[src/rtl/param_mux_seq_pkg.sv]
// param_mux_seq_pkg: FSM state type and mode constants shared by param_mux_seq.
package param_mux_seq_pkg;

    typedef enum logic {
        IDLE = 1'b0,
        EMIT = 1'b1
    } state_t;

    localparam logic MODE_DIRECT = 1'b0;
    localparam logic MODE_SCAN   = 1'b1;

endpackage

[src/rtl/param_mux_seq_mux.sv]
// mux_n_sel: combinational N-way channel selector; data is 0 for idx >= N.
module mux_n_sel #(
    parameter  int W  = 8,
    parameter  int N  = 8,
    localparam int SW = $clog2(N)
) (
    input  logic [N*W-1:0] din,
    input  logic [SW-1:0]  idx,
    output logic [W-1:0]   data
);

    always_comb begin
        data = '0;
        for (int k = 0; k < N; k++) data = (int'(idx) == k) ? din[k*W +: W] : data;
    end

endmodule

[src/rtl/param_mux_seq.sv]
// param_mux_seq: registered channel mux with direct (one beat) and scan (all channels) modes.
// Define PARAM_MUX_SEQ_MASK_EN to add ch_mask, restricting scan and direct selection to enabled channels.
module param_mux_seq
    import param_mux_seq_pkg::*;
#(
    parameter  int W  = 8,
    parameter  int N  = 8,
    localparam int SW = $clog2(N)
) (
    input  logic           clk,
    input  logic           rst_n,
`ifdef PARAM_MUX_SEQ_MASK_EN
    input  logic [N-1:0]   ch_mask,
`endif
    input  logic [N*W-1:0] din,
    input  logic [SW-1:0]  sel,
    input  logic           mode,
    input  logic           start,
    input  logic           out_ready,
    output logic           out_valid,
    output logic [W-1:0]   out_data,
    output logic [SW-1:0]  out_ch,
    output logic           out_err,
    output logic           busy
);

    state_t         state_q, state_d;
    logic           mode_q, mode_d;
    logic [W-1:0]   out_data_q, out_data_d;
    logic [SW-1:0]  out_ch_q, out_ch_d;
    logic           out_err_q, out_err_d;
    logic [N-1:0]   mask_in, mask_cur;
    logic [SW:0]    first_en, next_en;
    logic [SW-1:0]  idx;
    logic [W-1:0]   mux_data;
    logic           accept, hs, last, sel_bad;

`ifdef PARAM_MUX_SEQ_MASK_EN
    logic [N-1:0]   mask_q, mask_d;

    assign mask_in  = ch_mask;
    assign mask_cur = mask_q;
    assign mask_d   = accept ? ch_mask : mask_q;

    always_ff @(posedge clk or negedge rst_n) begin
        if (!rst_n) mask_q <= '0;
        else        mask_q <= mask_d;
    end
`else
    assign mask_in  = '1;
    assign mask_cur = '1;
`endif

    // Returns {found, index} of the lowest enabled channel at or above lo.
    function automatic logic [SW:0] find_en(input logic [N-1:0] m, input int lo);
        find_en = '0;
        for (int k = N - 1; k >= 0; k--) if (k >= lo && m[k]) find_en = {1'b1, SW'(k)};
    endfunction

    always_comb begin
        first_en = find_en(mask_in, 0);
        next_en  = find_en(mask_cur, int'(out_ch_q) + 1);
        sel_bad  = (int'(sel) >= N) || !mask_in[sel];
        accept   = (state_q == IDLE) && start && (mode == MODE_DIRECT || first_en[SW]);
        hs       = (state_q == EMIT) && out_ready;
        last     = (mode_q == MODE_DIRECT) || !next_en[SW];
        idx      = (state_q == IDLE) ? ((mode == MODE_SCAN) ? first_en[SW-1:0] : sel) : next_en[SW-1:0];
    end

    mux_n_sel #(
        .W (W),
        .N (N)
    ) u_mux (
        .din  (din),
        .idx  (idx),
        .data (mux_data)
    );

    always_ff @(posedge clk or negedge rst_n) begin
        if (!rst_n) state_q <= IDLE;
        else        state_q <= state_d;
    end

    always_comb begin
        state_d = accept ? EMIT : (hs && last) ? IDLE : state_q;
    end

    always_comb begin
        busy      = (state_q != IDLE);
        out_valid = (state_q == EMIT);
    end

    // The next scan channel is captured on the handshake edge, so a held beat never sees later din.
    always_comb begin
        mode_d     = accept ? mode : mode_q;
        out_ch_d   = (accept || (hs && !last)) ? idx : out_ch_q;
        out_err_d  = accept ? (mode == MODE_DIRECT && sel_bad) : out_err_q;
        out_data_d = accept ? ((mode == MODE_DIRECT && sel_bad) ? '0 : mux_data)
                   : (hs && !last) ? mux_data : out_data_q;
    end

    always_ff @(posedge clk or negedge rst_n) begin
        if (!rst_n) begin
            mode_q     <= MODE_DIRECT;
            out_data_q <= '0;
            out_ch_q   <= '0;
            out_err_q  <= 1'b0;
        end else begin
            mode_q     <= mode_d;
            out_data_q <= out_data_d;
            out_ch_q   <= out_ch_d;
            out_err_q  <= out_err_d;
        end
    end

    assign out_data = out_data_q;
    assign out_ch   = out_ch_q;
    assign out_err  = out_err_q;

endmodule

[config.mk]
export PLATFORM = sky130hd
export DESIGN_NAME = param_mux_seq
export DESIGN_NICKNAME = d
export VERILOG_FILES = /design/src/rtl/param_mux_seq_pkg.sv /design/src/rtl/param_mux_seq_mux.sv /design/src/rtl/param_mux_seq.sv
export SDC_FILE = /design/constraint.sdc
export NUM_CORES = 1
export LEC_CHECK = 0
export ABC_AREA = 0
export CAP_MARGIN = 0
export CORE_UTILIZATION = 38
export CTS_CLUSTER_SIZE = 24
export DETAILED_ROUTE_END_ITERATION = 10
export PLACE_DENSITY = 0.92
export SETUP_SLACK_MARGIN = 0.05
export SLEW_MARGIN = 20
export SYNTH_ARGS = -nofsm -noshare
export SYNTH_HDL_FRONTEND = slang
export SYNTH_HIERARCHICAL = 1
export SYNTH_SLANG_ARGS = --single-unit
[constraint.sdc]
create_clock -name clk -period 4.7 [get_ports clk]
set_input_delay 0.47 -clock clk [delete_from_list [all_inputs] [get_ports clk]]
set_output_delay 0.47 -clock clk [all_outputs]
set_load 0.02 [all_outputs]
==> results of run 1 <==
==> final cells by class <==
class / instances / area (um^2) / area share, %
repair buffers: 84 / 841 / 40.8
multi-input cells: 54 / 811 / 39.3
flip-flops and latches: 13 / 325 / 15.8
well taps: 44 / 55.1 / 2.67
clock buffers: 4 / 26.3 / 1.27
inverters: 1 / 3.75 / 0.182
==> cell usage after synthesis <==
| library cell | count |
|---|---|
| nand3_1 | 1 |
| a22o_1 | 1 |
| mux4_1 | 15 |
| buf_1 | 1 |
| buf_12 | 1 |
| nor3b_1 | 2 |
| a22o_2 | 1 |
| a41o_1 | 1 |
| nor2b_1 | 1 |
| inv_1 | 1 |
| mux2_4 | 10 |
| buf_4 | 2 |
| mux4_2 | 1 |
| conb_1 | 1 |
| dfrtp_1 | 13 |
| ha_1 | 2 |
| nor2_1 | 2 |
| a211o_1 | 1 |
| clkbuf_1 | 1 |
| a31oi_1 | 1 |
| mux2_2 | 10 |
| buf_6 | 2 |
| and3b_1 | 2 |
| buf_2 | 2 |
| nand2_1 | 2 |
==> path summary, 6_finish.rpt <==
kind                               end  cells after the start
max in group asynchronous    out_ch[0]                      1
hold / removal             out_data[2]                      1
setup / recovery           out_data[7]                      7
hold reg to reg            out_data[2]                      1
min in group asynchronous  out_data[7]                      1
setup reg to reg           out_data[7]                      7
==> registers in the layout, summed over array words and instances, names as in the netlist <==
register,flops
out_ch,3
mode_q,1
out_data,8
busy,1
==> routing by layer <==
layer  global-route usage, %  vias up  wire (um)
met2                    35.5       63       1630
met1                    23.0      506       1270
met4                    5.10        0         26
li1                        -      476          -
met5                       0        -          0
met3                    1.98        6        227
==> through the flow <==
stage	area, um^2	hold slack [ps]	instances
3_5_place_dp	2040	506	196
2_1_floorplan	1210	174	77
4_1_cts	2060	525	200
3_3_place_gp	2040	494	196
5_1_grt	2060	541	200
6_report	2060	528	200
==> logic make-up after synthesis <==
group           share of synthesized area [%]
compound gates                           3.61
fa+ha+maj                                2.06
other cells                             0.309
buf+inv                                  6.49
simple gates                             4.84
mux                                      55.9
flops                                    26.8
==> placed cells by master (no fill, tap or decap) <==
cell	synthesis	layout
clkbuf_1	1	1
nand2_1	2	2
inv_1	1	1
and3b_1	2	2
a211o_1	1	1
nor2b_1	1	1
clkdlybuf4s50_1	0	84
clkbuf_4	0	3
ha_1	2	2
nor2_1	2	2
nor3b_1	2	2
mux4_1	15	15
nand3_1	1	1
a22o_2	1	1
a31oi_1	1	1
dfrtp_1	13	13
mux2_2	10	10
conb_1	1	1
mux4_2	1	1
a22o_1	1	1
a41o_1	1	1
mux2_4	10	10
==> power groups by stage <==
stage | logic, uW | registers [uW] | clock network (uW)
after floorplan | 648 | 274 | 0
after global placement | 854 | 225 | 0
after detailed placement | 878 | 230 | 0
after CTS | 881 | 228 | 71.6
after global routing | 932 | 238 | 76.2
final | 876 | 227 | 70.2
==> worst max-delay path, delay by kind of cell, from the launching register on <==
family,cells,cell delay [ps]
AOI/OAI and AO/OA,1,480
adders and majority gates,1,300
buffers and inverters,1,90
DFF,1,440
muxes,3,1200
and+or+nand+nor,1,200
==> flow_summary_export.csv, run 1 <==
group,metric,value,unit
clock_network,clk_latency,280,ps
timing,hold_viol,0,
worst_hold_path,min_path_type,"reg2reg",
floorplan,rows,20,
clock_network,cts_buffers,3,
clock_network,cts_tree,"yes",
floorplan,die_h,58.5,um
placement,detailed_place_hpwl,2570,um
critical_path,critPathSlowestCell,"mux4_1",
clock_network,cts_buffer_depth,2,
logic_synthesis,synth_top_area_cell,"mux4_1",
clock_network,postCtsResizedCells,0,
critical_path,cpMostUsedCell,"mux2_2",
finish,diodes,0,
drt,drtPass1Iterations,4,
logic_synthesis,yosys-top-cells-area,"mux4_1 (32%), dfrtp_1 (27%), mux2_4 (12%), mux2_2 (9.3%), ha_1 (2.1%)",
critical_path,slowest_delay,650,ps
critical_path,crit_required,4870,ps
power_and_ir_drop,internal_power,750,uW
critical_path,startpoint,"out_ch[0]",
drt,wl,3160,um
clock_network,cts.reportedPaths.clkPinSlew,80,ps
finish,drive_gt1_share,16.0,%
grt,grt_pass1_wl,4860,um
critical_path,critical_path_class,"reg2reg",
placement,place_congestion,0.814,
power_and_ir_drop,peakVddDrop,236,uV
logic_synthesis,synth_top_area_share,32.4,%
power_and_ir_drop,pwr-share-comb,74.7,%
grt,grt_max_degree,18,
outcome,run_status,"complete, no violations",
grt,grt_pass1_vias,1078,
finish,area_growth_syn_to_layout,69.7,%
grt,grt_overflow_total,0,
power_and_ir_drop,p_leak,0.000837,uW
power_and_ir_drop,powerDensity,569,nW/um^2
clock_network,cts_sinks,13,
timing,skew,9.13,ps
timing,tightest_slew,647,ps
clock_network,root_buffer,"clkbuf_4",
job,cap_violations,0,
timing,setup_viol,0,
timing,clock.fmax,354,MHz
critical_path,cp_data_arrival_time,3000,ps
critical_path,r2r_start,"out_ch[0]",
timing,fin_crit,2830,ps
placement,port_buffers,84,
timing,rsz0062_at_grt,"false",
timing,slew_headroom,56.9,%
drt,vias_per_cell,5.26,
timing,fin_crit_sh,60.2,%
timing,final_max_slew_viol_count,0,
drt,routedWlPerCell,15.8,um
logic_synthesis,yosys_warnings,6,
critical_path,worstSetupStartpointType,"flip-flop",
clock_network,cts_htree_levels,1,
power_and_ir_drop,switching_share,36.0,%
finish,finalNetCount,231,
critical_path,crit_path_max_fanout,17,
logic_synthesis,synthDistinctLibCells,25,
floorplan,die_w,58.5,um
logic_synthesis,synth_nets,151,
clock_network,post-cts-setup-buffers,0,
clock_network,hold_buffers,0,
finish,utilization,67.5,%
floorplan,core_area,3050,um^2
drt,ant_nets,0,
critical_path,crit_path_end_kind,"flip-flop",
drt,via_count,1051,
placement,dp_slack,1840,ps
grt,antenna_found_initial,0,
logic_synthesis,synth.avg_cell_area,15.8,um^2
floorplan,initial_utilization,39.8,%
drt,drt_iter0_markers,33,
power_and_ir_drop,finalPower,1170,uW
timing,tns,0,ps
drt,drc,0,
critical_path,r2r_slack,1870,ps
power_and_ir_drop,power.share.sequential,19.4,%
logic_synthesis,syn_inst,77,
logic_synthesis,synth-seq-area-share,26.8,%
logic_synthesis,synth_seq_cells,13,
floorplan,die_area,3430,um^2
logic_synthesis,synth_area,1210,um^2
critical_path,path_cells,"inv_1 -> ha_1 -> nor3b_1 -> a22o_2 -> mux4_1 -> mux2_2 -> mux2_2",
timing,worst_slack,1870,ps
power_and_ir_drop,switchingPower,423,uW
worst_hold_path,min-delay-start,"out_data[2]",
finish,fillers,246,
floorplan,ioPinCount,86,
grt,grt.total_usage,18.9,%
power_and_ir_drop,power_frac_clock,6.0,%
Power figures use the tool's default switching activity.
==> run 2, diff against run 1 <==
--- a/config.mk
+++ b/config.mk
@@ -7,10 +7,10 @@
 export LEC_CHECK = 0
 export ABC_AREA = 0
 export CAP_MARGIN = 0
-export CORE_UTILIZATION = 38
+export CORE_UTILIZATION = 35
 export CTS_CLUSTER_SIZE = 24
 export DETAILED_ROUTE_END_ITERATION = 10
-export PLACE_DENSITY = 0.92
+export PLACE_DENSITY = 0.86
 export SETUP_SLACK_MARGIN = 0.05
 export SLEW_MARGIN = 20
 export SYNTH_ARGS = -nofsm -noshare
==> constraint.sdc (replaced) <==
create_clock -name clk -period 2.7 [get_ports clk]
set_input_delay 0.27 -clock clk [delete_from_list [all_inputs] [get_ports clk]]
set_output_delay 0.27 -clock clk [all_outputs]
set_load 0.02 [all_outputs]
==> run 2 against run 1 <==
  * Hold slack got worse by 170 ps
  * Global-route usage grew 1.4 points
  * Sequential power grew 76%
  * Largest power group unchanged
  * Highest routed layer unchanged
==> flow_summary_export.csv, run 2 (synthesis results as in run 1) <==
group,metric,value,unit
clock_network,cts_htree_levels,1,
critical_path,worstSetupStartpointType,"flip-flop",
finish,final_common_cell,"clkdlybuf4s50_1",
floorplan,core_area,3340,um^2
floorplan,initial_utilization,36.4,%
timing,tightest_slew,684,ps
timing,final_max_slew_viol_count,0,
clock_network,cts_buffer_depth,2,
timing,setup_viol,0,
critical_path,crit_path_end_kind,"flip-flop",
finish,area.sequential,327,um^2
timing,worst_slack,140,ps
drt,vias_per_cell,5.14,
floorplan,die_h,60.9,um
power_and_ir_drop,powerDensity,1020,nW/um^2
outcome,run_status,"complete, no violations",
drt,via_count,1053,
floorplan,ioPinCount,86,
placement,port_buffers,84,
power_and_ir_drop,p_leak,0.000851,uW
grt,grt_pass1_vias,1126,
critical_path,r2r_cells,8,
clock_network,root_buffer,"clkbuf_4",
floorplan,rows,21,
job,cap_violations,0,
timing,fin_crit_sh,94.8,%
timing,fin_crit,2560,ps
worst_hold_path,min_path_type,"in2async",
clock_network,cts_buffers,3,
critical_path,crit_required,2860,ps
timing,slew_headroom,54.4,%
placement,detailed_place_hpwl,2860,um
placement,place_congestion,0.706,
clock_network,clk_latency,270,ps
finish,area_growth_syn_to_layout,72.6,%
timing,whs,362,ps
clock_network,cts_tree,"yes",
finish,diodes,0,
timing,clock.fmax,391,MHz
grt,grt_max_degree,18,
timing,skew,4.43,ps
grt,grt_pass1_wl,5310,um
clock_network,hold_buffers,0,
critical_path,crit_path_max_fanout,17,
timing,tns,0,ps
grt,grt_overflow_total,0,
timing,rsz0062_at_grt,"false",
power_and_ir_drop,peakVddDrop,402,uV
power_and_ir_drop,finalPower,2140,uW
drt,drc,0,
drt,wl,3440,um
clock_network,cts.reportedPaths.clkPinSlew,80,ps
critical_path,cp_data_arrival_time,2720,ps
finish,layout_common_cells,"clkdlybuf4s50_1 (84), mux4_1 (14), dfrtp_1 (12), mux2_2 (10), mux2_4 (10)",
drt,ant_nets,0,
finish,drive_gt1_share,18.9,%
finish,finalNetCount,234,
clock_network,cts_sinks,13,
grt,antenna_found_initial,0,
finish,multi_input_area,807,um^2
timing,hold_viol,0,
floorplan,die_w,60.9,um
drt,routedWlPerCell,16.8,um
finish,largest_reg_flops,8,
critical_path,critical_path_class,"reg2reg",
placement,dp_slack,45.9,ps
drt,drtPass1Iterations,4,
floorplan,die_area,3710,um^2
drt,drt_iter0_markers,25,
finish,fillers,283,
grt,grt.total_usage,20.3,%
[run 2: layout make-up]
cell class	count	area share [%]
sequential	13	15.6
clock buffer	4	1.25
inverter	1	0.179
timing repair buffer	87	41.8
tap	46	2.74
multi-input combinational	54	38.5
[run 2: power by group]
| part | internal (uW) | total [uW] | leakage, uW | switching (uW) |
|---|---|---|---|---|
| clock network | 57.2 | 117 | 0.0000150 | 60.2 |
| registers | 300 | 399 | 0.000152 | 98.4 |
| logic | 1020 | 1630 | 0.000684 | 604 |
[run 2: path summary, 6_finish.rpt]
kind	startpoint	end	slack, ps
setup / recovery	out_ch[0]	out_data[1]	140
hold / removal	rst_n	out_ch[1]	360
setup reg to reg	out_ch[0]	out_data[1]	140
hold reg to reg	out_data[2]	out_data[2]	520
max in group asynchronous	rst_n	out_ch[0]	1930
min in group clk	out_data[2]	out_data[2]	520
[run 2: metrics by stage]
stage | util (%) | std cells | cell area (um^2)
3_5_place_dp | 61.7 | 199 | 2060
6_report | 62.8 | 205 | 2100
4_1_cts | 62.5 | 203 | 2090
5_1_grt | 62.8 | 205 | 2100
2_1_floorplan | - | 77 | 1210
3_3_place_gp | 61.7 | 199 | 2060
[run 2: critical path, cell delays in order, from the launching register on]
cell     delay, ps
dfrtp_2        420
inv_1           70
ha_1           290
nor3b_1        190
a22o_2         200
buf_12         160
mux4_1         560
mux2_2         290
mux2_4         260
[run 2: what timing repair did]
item	4_1_cts	5_1_grt
setup buffers	0	2
resized for setup	1	1
setup endpoints to repair	1	2
hold endpoints to repair	0	0
[run 2: metal layers]
layer  up-vias  wire length (um)  part of all wire [%]  global-route usage [%]
met3        10               202                   5.9                    2.99
met2        59              1830                    53                    38.5
met4         0                94                   2.7                    10.1
li1        486                 -                     -                       -
met1       498              1310                    38                    21.9
met5         -                 0                     0                       0
